### src/rtl/rll_seq_key_unit.sv
// rll_seq_key_unit: serially loaded XOR/XNOR key gates on NETS nets.
// Optional trailing even-parity check enabled by defining KEY_PARITY_EN.
module rll_seq_key_unit #(
  parameter int              NETS     = 32,
  parameter logic [NETS-1:0] POL_MASK = '0,
  parameter int              PIPE     = 0
) (
  input  logic            clk,
  input  logic            rst_n,
  input  logic            key_start,
  input  logic            key_valid,
  input  logic            key_bit,
  output logic            key_ready,
  output logic            key_loaded,
`ifdef KEY_PARITY_EN
  output logic            key_err,
`endif
  input  logic [NETS-1:0] net_in,
  output logic [NETS-1:0] net_out
);

  localparam int CW = $clog2(NETS + 1);
  localparam logic [CW-1:0] LAST = CW'(NETS - 1);

`ifdef KEY_PARITY_EN
  typedef enum logic [1:0] {
    IDLE,
    SHIFT,
    PAR,
    COMMIT
  } state_t;
`else
  typedef enum logic [1:0] {
    IDLE,
    SHIFT,
    COMMIT
  } state_t;
`endif

  state_t          state;
  logic [CW-1:0]   cnt;
  logic [NETS-1:0] key_sh;
  logic [NETS-1:0] key_act;
  logic [NETS-1:0] gated;

  // Ready is a pure decode of the registered state.
  always_comb begin
    key_ready = 1'b0;
    if (state == SHIFT)
      key_ready = 1'b1;
`ifdef KEY_PARITY_EN
    if (state == PAR)
      key_ready = 1'b1;
`endif
  end

  // Load FSM: shifts key bits in, then swaps the applied key atomically.
  always_ff @(posedge clk) begin
    if (!rst_n) begin
      state      <= IDLE;
      cnt        <= '0;
      key_sh     <= '0;
      key_act    <= '0;
      key_loaded <= 1'b0;
`ifdef KEY_PARITY_EN
      key_err    <= 1'b0;
`endif
    end else begin
      case (state)
        IDLE: begin
          if (key_start) begin
            state  <= SHIFT;
            cnt    <= '0;
            key_sh <= '0;
`ifdef KEY_PARITY_EN
            key_err <= 1'b0;
`endif
          end
        end
        SHIFT: begin
          if (key_start) begin
            cnt    <= '0;
            key_sh <= '0;
`ifdef KEY_PARITY_EN
            key_err <= 1'b0;
`endif
          end else if (key_valid) begin
            for (int i = 0; i < NETS; i++) begin
              if (cnt == CW'(i))
                key_sh[i] <= key_bit;
            end
            cnt <= cnt + CW'(1);
            if (cnt == LAST) begin
`ifdef KEY_PARITY_EN
              state <= PAR;
`else
              state <= COMMIT;
`endif
            end
          end
        end
`ifdef KEY_PARITY_EN
        PAR: begin
          if (key_start) begin
            state   <= SHIFT;
            cnt     <= '0;
            key_sh  <= '0;
            key_err <= 1'b0;
          end else if (key_valid) begin
            if ((^key_sh) ^ key_bit) begin
              key_err <= 1'b1;
              state   <= IDLE;
            end else begin
              state <= COMMIT;
            end
          end
        end
`endif
        COMMIT: begin
          key_act    <= key_sh;
          key_loaded <= 1'b1;
          state      <= IDLE;
        end
        default: state <= IDLE;
      endcase
    end
  end

  // Key gates: a zero result after the mask means the correct key bit.
  always_comb begin
    gated = net_in ^ key_act ^ POL_MASK;
  end

  generate
    if (PIPE != 0) begin : g_pipe
      logic [NETS-1:0] net_q;

      // Output register runs every cycle, independent of the FSM.
      always_ff @(posedge clk) begin
        if (!rst_n)
          net_q <= '0;
        else
          net_q <= gated;
      end

      assign net_out = net_q;
    end else begin : g_comb
      assign net_out = gated;
    end
  endgenerate

endmodule

### config.mk
export PLATFORM = sky130hd
export DESIGN_NAME = rll_seq_key_unit
export DESIGN_NICKNAME = d
export VERILOG_FILES = /design/src/rtl/rll_seq_key_unit.sv
export SDC_FILE = /design/constraint.sdc
export NUM_CORES = 1
export LEC_CHECK = 0
export CORE_MARGIN = 5
export CORE_UTILIZATION = 51
export DETAILED_ROUTE_END_ITERATION = 10
export GPL_ROUTABILITY_DRIVEN = 0
export PLACE_DENSITY = 0.79
export SYNTH_ARGS = -nofsm -noshare
export SYNTH_HDL_FRONTEND = slang
export SYNTH_SLANG_ARGS = --single-unit
### constraint.sdc
create_clock -name clk -period 1.5 [get_ports clk]
set_input_delay 0.3 -clock clk [delete_from_list [all_inputs] [get_ports clk]]
set_output_delay 0.3 -clock clk [all_outputs]
set_load 0.005 [all_outputs]
Yosys cells after proc, flatten, opt, wreduce, memory -nomap -nowiden
Cells that the tools add are included.
{"block": "word_totals", "reg_bits": 73, "in_bits": 37}
{"block": "op_classes", "n_addsub": 1, "eq_ne": 70, "n_mux": 46, "bitwise": 1, "n_reduce_logical": 37}
{"cell": "4-bit AND reduction", "n": 33}
{"cell": "6-bit by 5-bit == test with 1-bit output, second input constant", "n": 16}
{"cell": "32-bit 2-to-1 mux", "n": 3}
{"cell": "3-bit by 2-bit != test with 1-bit output, second input constant", "n": 32}
{"cell": "32-bit case mux with 2 select lines", "n": 1}
{"cell": "6-bit by 4-bit == test with 1-bit output, second input constant", "n": 8}
{"cell": "1-bit 2-to-1 mux", "n": 33}
{"cell": "32-bit bitwise XOR", "n": 1}
{"cell": "6-bit by 3-bit == test with 1-bit output, second input constant", "n": 4}
{"cell": "6-bit 2-to-1 mux", "n": 3}
{"cell": "6-bit by 2-bit == test with 1-bit output, second input constant", "n": 2}
{"cell": "6-bit case mux with 2 select lines", "n": 1}
{"cell": "2-bit 2-to-1 mux", "n": 4}
{"cell": "6-bit by 1-bit adder with 6-bit output, second input constant", "n": 1}
{"cell": "6-bit by 1-bit == test with 1-bit output, second input constant", "n": 1}
{"cell": "6-bit logical NOT", "n": 1}
{"cell": "2-bit != test, second input constant", "n": 3}
{"cell": "2-bit case mux with 2 select lines", "n": 1}
{"cell": "3-bit != test, second input constant", "n": 1}
{"cell": "3-bit AND reduction", "n": 1}
{"cell": "2-bit by 1-bit == test with 1-bit output, second input constant", "n": 1}
{"cell": "2-bit == test, second input constant", "n": 1}
{"cell": "2-bit logical NOT", "n": 1}
{"cell": "2-bit by 1-bit != test with 1-bit output, second input constant", "n": 1}
{"cell": "2-bit nonzero test", "n": 1}

Depth between registers and ports, before layout
{"block": "depth", "word_depth": 5, "mapped_depth": 5, "mapped_depth_nobuf": 5}

Worst setup path after synthesis
OpenSTA, ideal clock, no wires.
{"block": "synth_path", "path_kind": "reg2reg", "from": "reg cnt[0]", "to": "reg cnt[4]", "setup_ps": 67, "t_arrival_ps": 1267, "t_required_ps": 1433, "slack_ps": 167, "path_stages_with_launch": 5, "path_buffers": 0, "synth_period_minus_slack_ps": 1333, "path_cell_list": "dfxtp_1 ha_1 nand2b_1 or4_4 a21oi_2"}
{"block": "synth_via", "elab_chain_cells": 4}
{"element": "start: declaration", "line_no": "41", "rtl": "logic [CW-1:0] cnt;"}
{"element": "start signal: assignment", "line_no": "92", "rtl": "cnt <= cnt + CW'(1);"}
{"element": "6-bit by 1-bit adder with 6-bit output", "line_no": "92"}
{"element": "6-bit 2-to-1 mux", "line_no": "87", "rtl": "end else if (key_valid) begin"}
{"element": "6-bit 2-to-1 mux", "line_no": "81", "rtl": "if (key_start) begin"}
{"element": "6-bit case mux with 2 select lines", "line_no": "69", "rtl": "case (state)"}
No other way between the ends. The select of a mux whose other input is x is not followed.
A chain may end at the register's enable or synchronous reset.

Worst setup path in the final report
{"block": "layout_path", "from": "in net_in[11]", "to": "out net_out[11]"}
{"block": "layout_via", "elab_chain_cells": 1}
{"element": "start: declaration", "line_no": "18", "rtl": "input logic [NETS-1:0] net_in,"}
{"element": "32-bit bitwise XOR", "line_no": "131", "rtl": "gated = net_in ^ key_act ^ POL_MASK;"}
{"element": "end: declaration", "line_no": "19", "rtl": "output logic [NETS-1:0] net_out"}
No other way between the ends.

==> metrics <==
status=finished, final reports clean; Die Ht=slightly above 90 µm; Leak=just under 2 nW; post-synthesis net count=between 400 and 500; CP required=1.20 ns; largest net degree at the start of global routing=47; sw frac=between 20% and 30%; syn_area_per_cell=between 9 and 10 µm²; Wirelength per Cell=between 10 and 15 µm; worst r2r dst=cnt[5]$_SDFFE_PN0P_; Worst Path Class, Setup=input pin to primary output; Post-Synthesis Cells=384; global router's overall resource usage=roughly a fifth; vias in the first global route=approximately 3,000; clock tree buffer depth=2; skew final=between 0.005 and 0.006 ns; HPWL after detailed placement=about 5.5 mm; First DRT Iteration DRCs=172; total of max-cap violations=0; crit path from=net_in[11]; Remaining DRCs=0; Post-Place Cells=between 500 and 600; Clock Power Share=between 40% and 50%; biggest area consumer among synthesized cells=dfxtp_1; post-synth cell types=38; Fin. Hold Viols=0; most frequent cells after synthesis=73 x dfxtp_1, 67 x nand2_1, 48 x nand3_1; power per cell area=around 840 mW/mm²; register area share after synthesis=a little over two fifths; first-pass GRT wire length=between 10 and 15 mm; Top Ports=71; Slowest-stage cell, CP=clkdlybuf4s50_1; Sequential Power Share=50.4%; Initial Util=roughly half; Final Setup Violations=0; worst-margin pin slew=~0.47 ns; Pint=2.96 mW; Startpoint Class=input pin; Fillers=about 550; Die W=92.6 µm; cell chain of the critical path=clkdlybuf4s50_1 > xor2_1 > clkdlybuf4s15_1; worst vdd ir=740 µV; Vias/cell=roughly 5.5; Layout Cells excl Fill=550; DRT Pass-1 Iters=4; CTS tree=yes; Tot Pwr=between 3 and 4 mW; antenna violations before repair=0; WP data arrival=around 1.2 ns; num rows=30; Final min period=roughly 1.5 ns; FF-to-FF path depth=4; Antenna Nets Post-Route=0; ys flop type=dfxtp_1; layout cells sized above 1=a little over an eighth; Layout Nets=506; Hold Path Class=input pin to flop; most common cell in the netlist=dfxtp_1; DIE AREA=about 0.0086 mm²; Tcrit/Tclk final=98.1%; Critical path destination=net_out[11]; CTS Root Buffer Type=clkbuf_8; Seq cells post-synth=73; max_slew headroom=68.3%; Yosys Warn Count=0; ant diodes=0; Final Max Slew Viols=0; Worst R2R Setup Slack=~0.09 ns; Port Buffers=70; area of the mapped netlist=roughly 0.0035 mm²; P_sw=about 900 µW; Multi-input gate area=~0.0019 mm²; Gate power share=9.4%; clock sinks=73; cts bufs inserted=9; drt total wl=between 7 and 8 mm; asr flop ratio synth=0%; reg-to-reg startpoint=state[1]$_SDFFE_PN0P_; H-Tree Depth=3; Post-synth EDFFs=0; Layout area overhead=31.8%; Crit Path Max Fanout=1; ranking of synthesized cells by area=dfxtp_1 42%, mux2i_1 9.2%, xor2_1 8.1%, nand2_1 7.2%, nand3_1 6.9%; number of vias after detailed routing=~3,000; Crit. End Element=primary output; Max Clk Rate=slightly below 0.7 GHz; Skew-Pair Late Insertion Delay=between 0.3 and 0.4 ns; GR Overflow Total=0; Core Footprint=~0.0067 mm²; Yosys top cell area share=42.0%; FF+latch area=roughly 0.0015 mm²; Reg clk slew, reported paths=~0.070 ns; max incr delay on CP=between 0.4 and 0.5 ns
-- worst min path at each step --
stage / from / to / cells after the start
2_1_floorplan: key_sh[10]$_SDFFE_PN0P_ / key_act[10]$_SDFFE_PN0N_ / 2
3_3_place_gp: key_loaded$_SDFFE_PN0N_ / key_loaded$_SDFFE_PN0N_ / 1
3_5_place_dp: key_sh[5]$_SDFFE_PN0P_ / key_act[5]$_SDFFE_PN0N_ / 2
4_1_cts: rst_n / key_loaded$_SDFFE_PN0N_ / 3
5_1_grt: rst_n / key_loaded$_SDFFE_PN0N_ / 3
6_report: rst_n / state[0]$_SDFFE_PN0P_ / 4
-- worst max-delay path: cells and delay by family --
family	cells	cell delay (ns)
buffers and inverters	2	0.71
XOR/XNOR	1	0.17
-- cells by family after synthesis --
logic type	count (synthesis)	synth area share, %
mux	32	9.20
buf+inv	33	4.56
compound gates	49	9.85
flops	73	42.0
fa+ha+maj	4	1.44
simple gates	161	24.9
xor+xnor	32	8.05
-- flip-flops by register name, summed over array words and instances (netlist names) --
signal / flops
cnt: 6
key_loaded: 1
key_sh: 32
state: 2
key_act: 32
-- layout make-up --
type	instances	area share (%)
flip-flops and latches	73	31.9
well taps	80	2.18
clock buffers	11	3.08
clock inverters	5	1.20
repair buffers	100	20.7
inverters	3	0.245
multi-input cells	278	40.7
-- power groups by stage --
| stage | clock [mW] | combinational [mW] | sequential (mW) |
|---|---|---|---|
| CTS | 1.57 | 0.363 | 1.94 |
| global placement | 0 | 0.384 | 1.99 |
| floorplan | 0 | 0.138 | 1.99 |
| finish | 1.55 | 0.362 | 1.95 |
| global route | 1.67 | 0.391 | 1.95 |
| detailed placement | 0 | 0.392 | 1.99 |
-- layout by cell type (no fill, tap or decap), types with 10 or more instances in the layout --
master	Yosys	layout
dlygate4sd2_1	0	20
clkdlybuf4s50_1	0	35
nand4_1	17	17
buf_4	1	24
nand2_1	67	67
mux2i_1	32	32
nand3_1	48	48
clkbuf_8	0	10
clkdlybuf4s15_1	0	10
a21boi_0	32	32
xor2_1	32	32
dfxtp_1	73	71
-- per-stage QoR --
stage	hold slack [ns]	TNS [ns]	utilization [%]	setup WS (ns)	cell area, µm²
finish	0.429	0	68.3	0.0279	4590
floorplan	0.441	0	-	0.167	3480
detailed placement	0.458	-10.76	65.7	-0.278	4410
global placement	0.450	-9.91	65.7	-0.240	4410
CTS	0.421	0	68.2	0.00717	4580
global route	0.437	-0.00971	68.3	-0.00434	4590
-- layer usage --
layer	share of wire, %	global-route usage (%)	vias up
met1	41	22.8	1422
li1	-	-	1492
met3	5.2	3.90	13
met5	0	0	-
met2	52	34.7	82
met4	1.7	7.45	0
-- repair_timing --
action / 4_1_cts / 5_1_grt
pin swaps: 0 / 2
endpoints found under the hold margin: 0 / 0
hold buffers: 0 / 0
gates resized for setup: 36 / 20
buffers inserted: 1 / 1
endpoints found under the setup margin: 36 / 26
(Power assumes the default switching activity.)
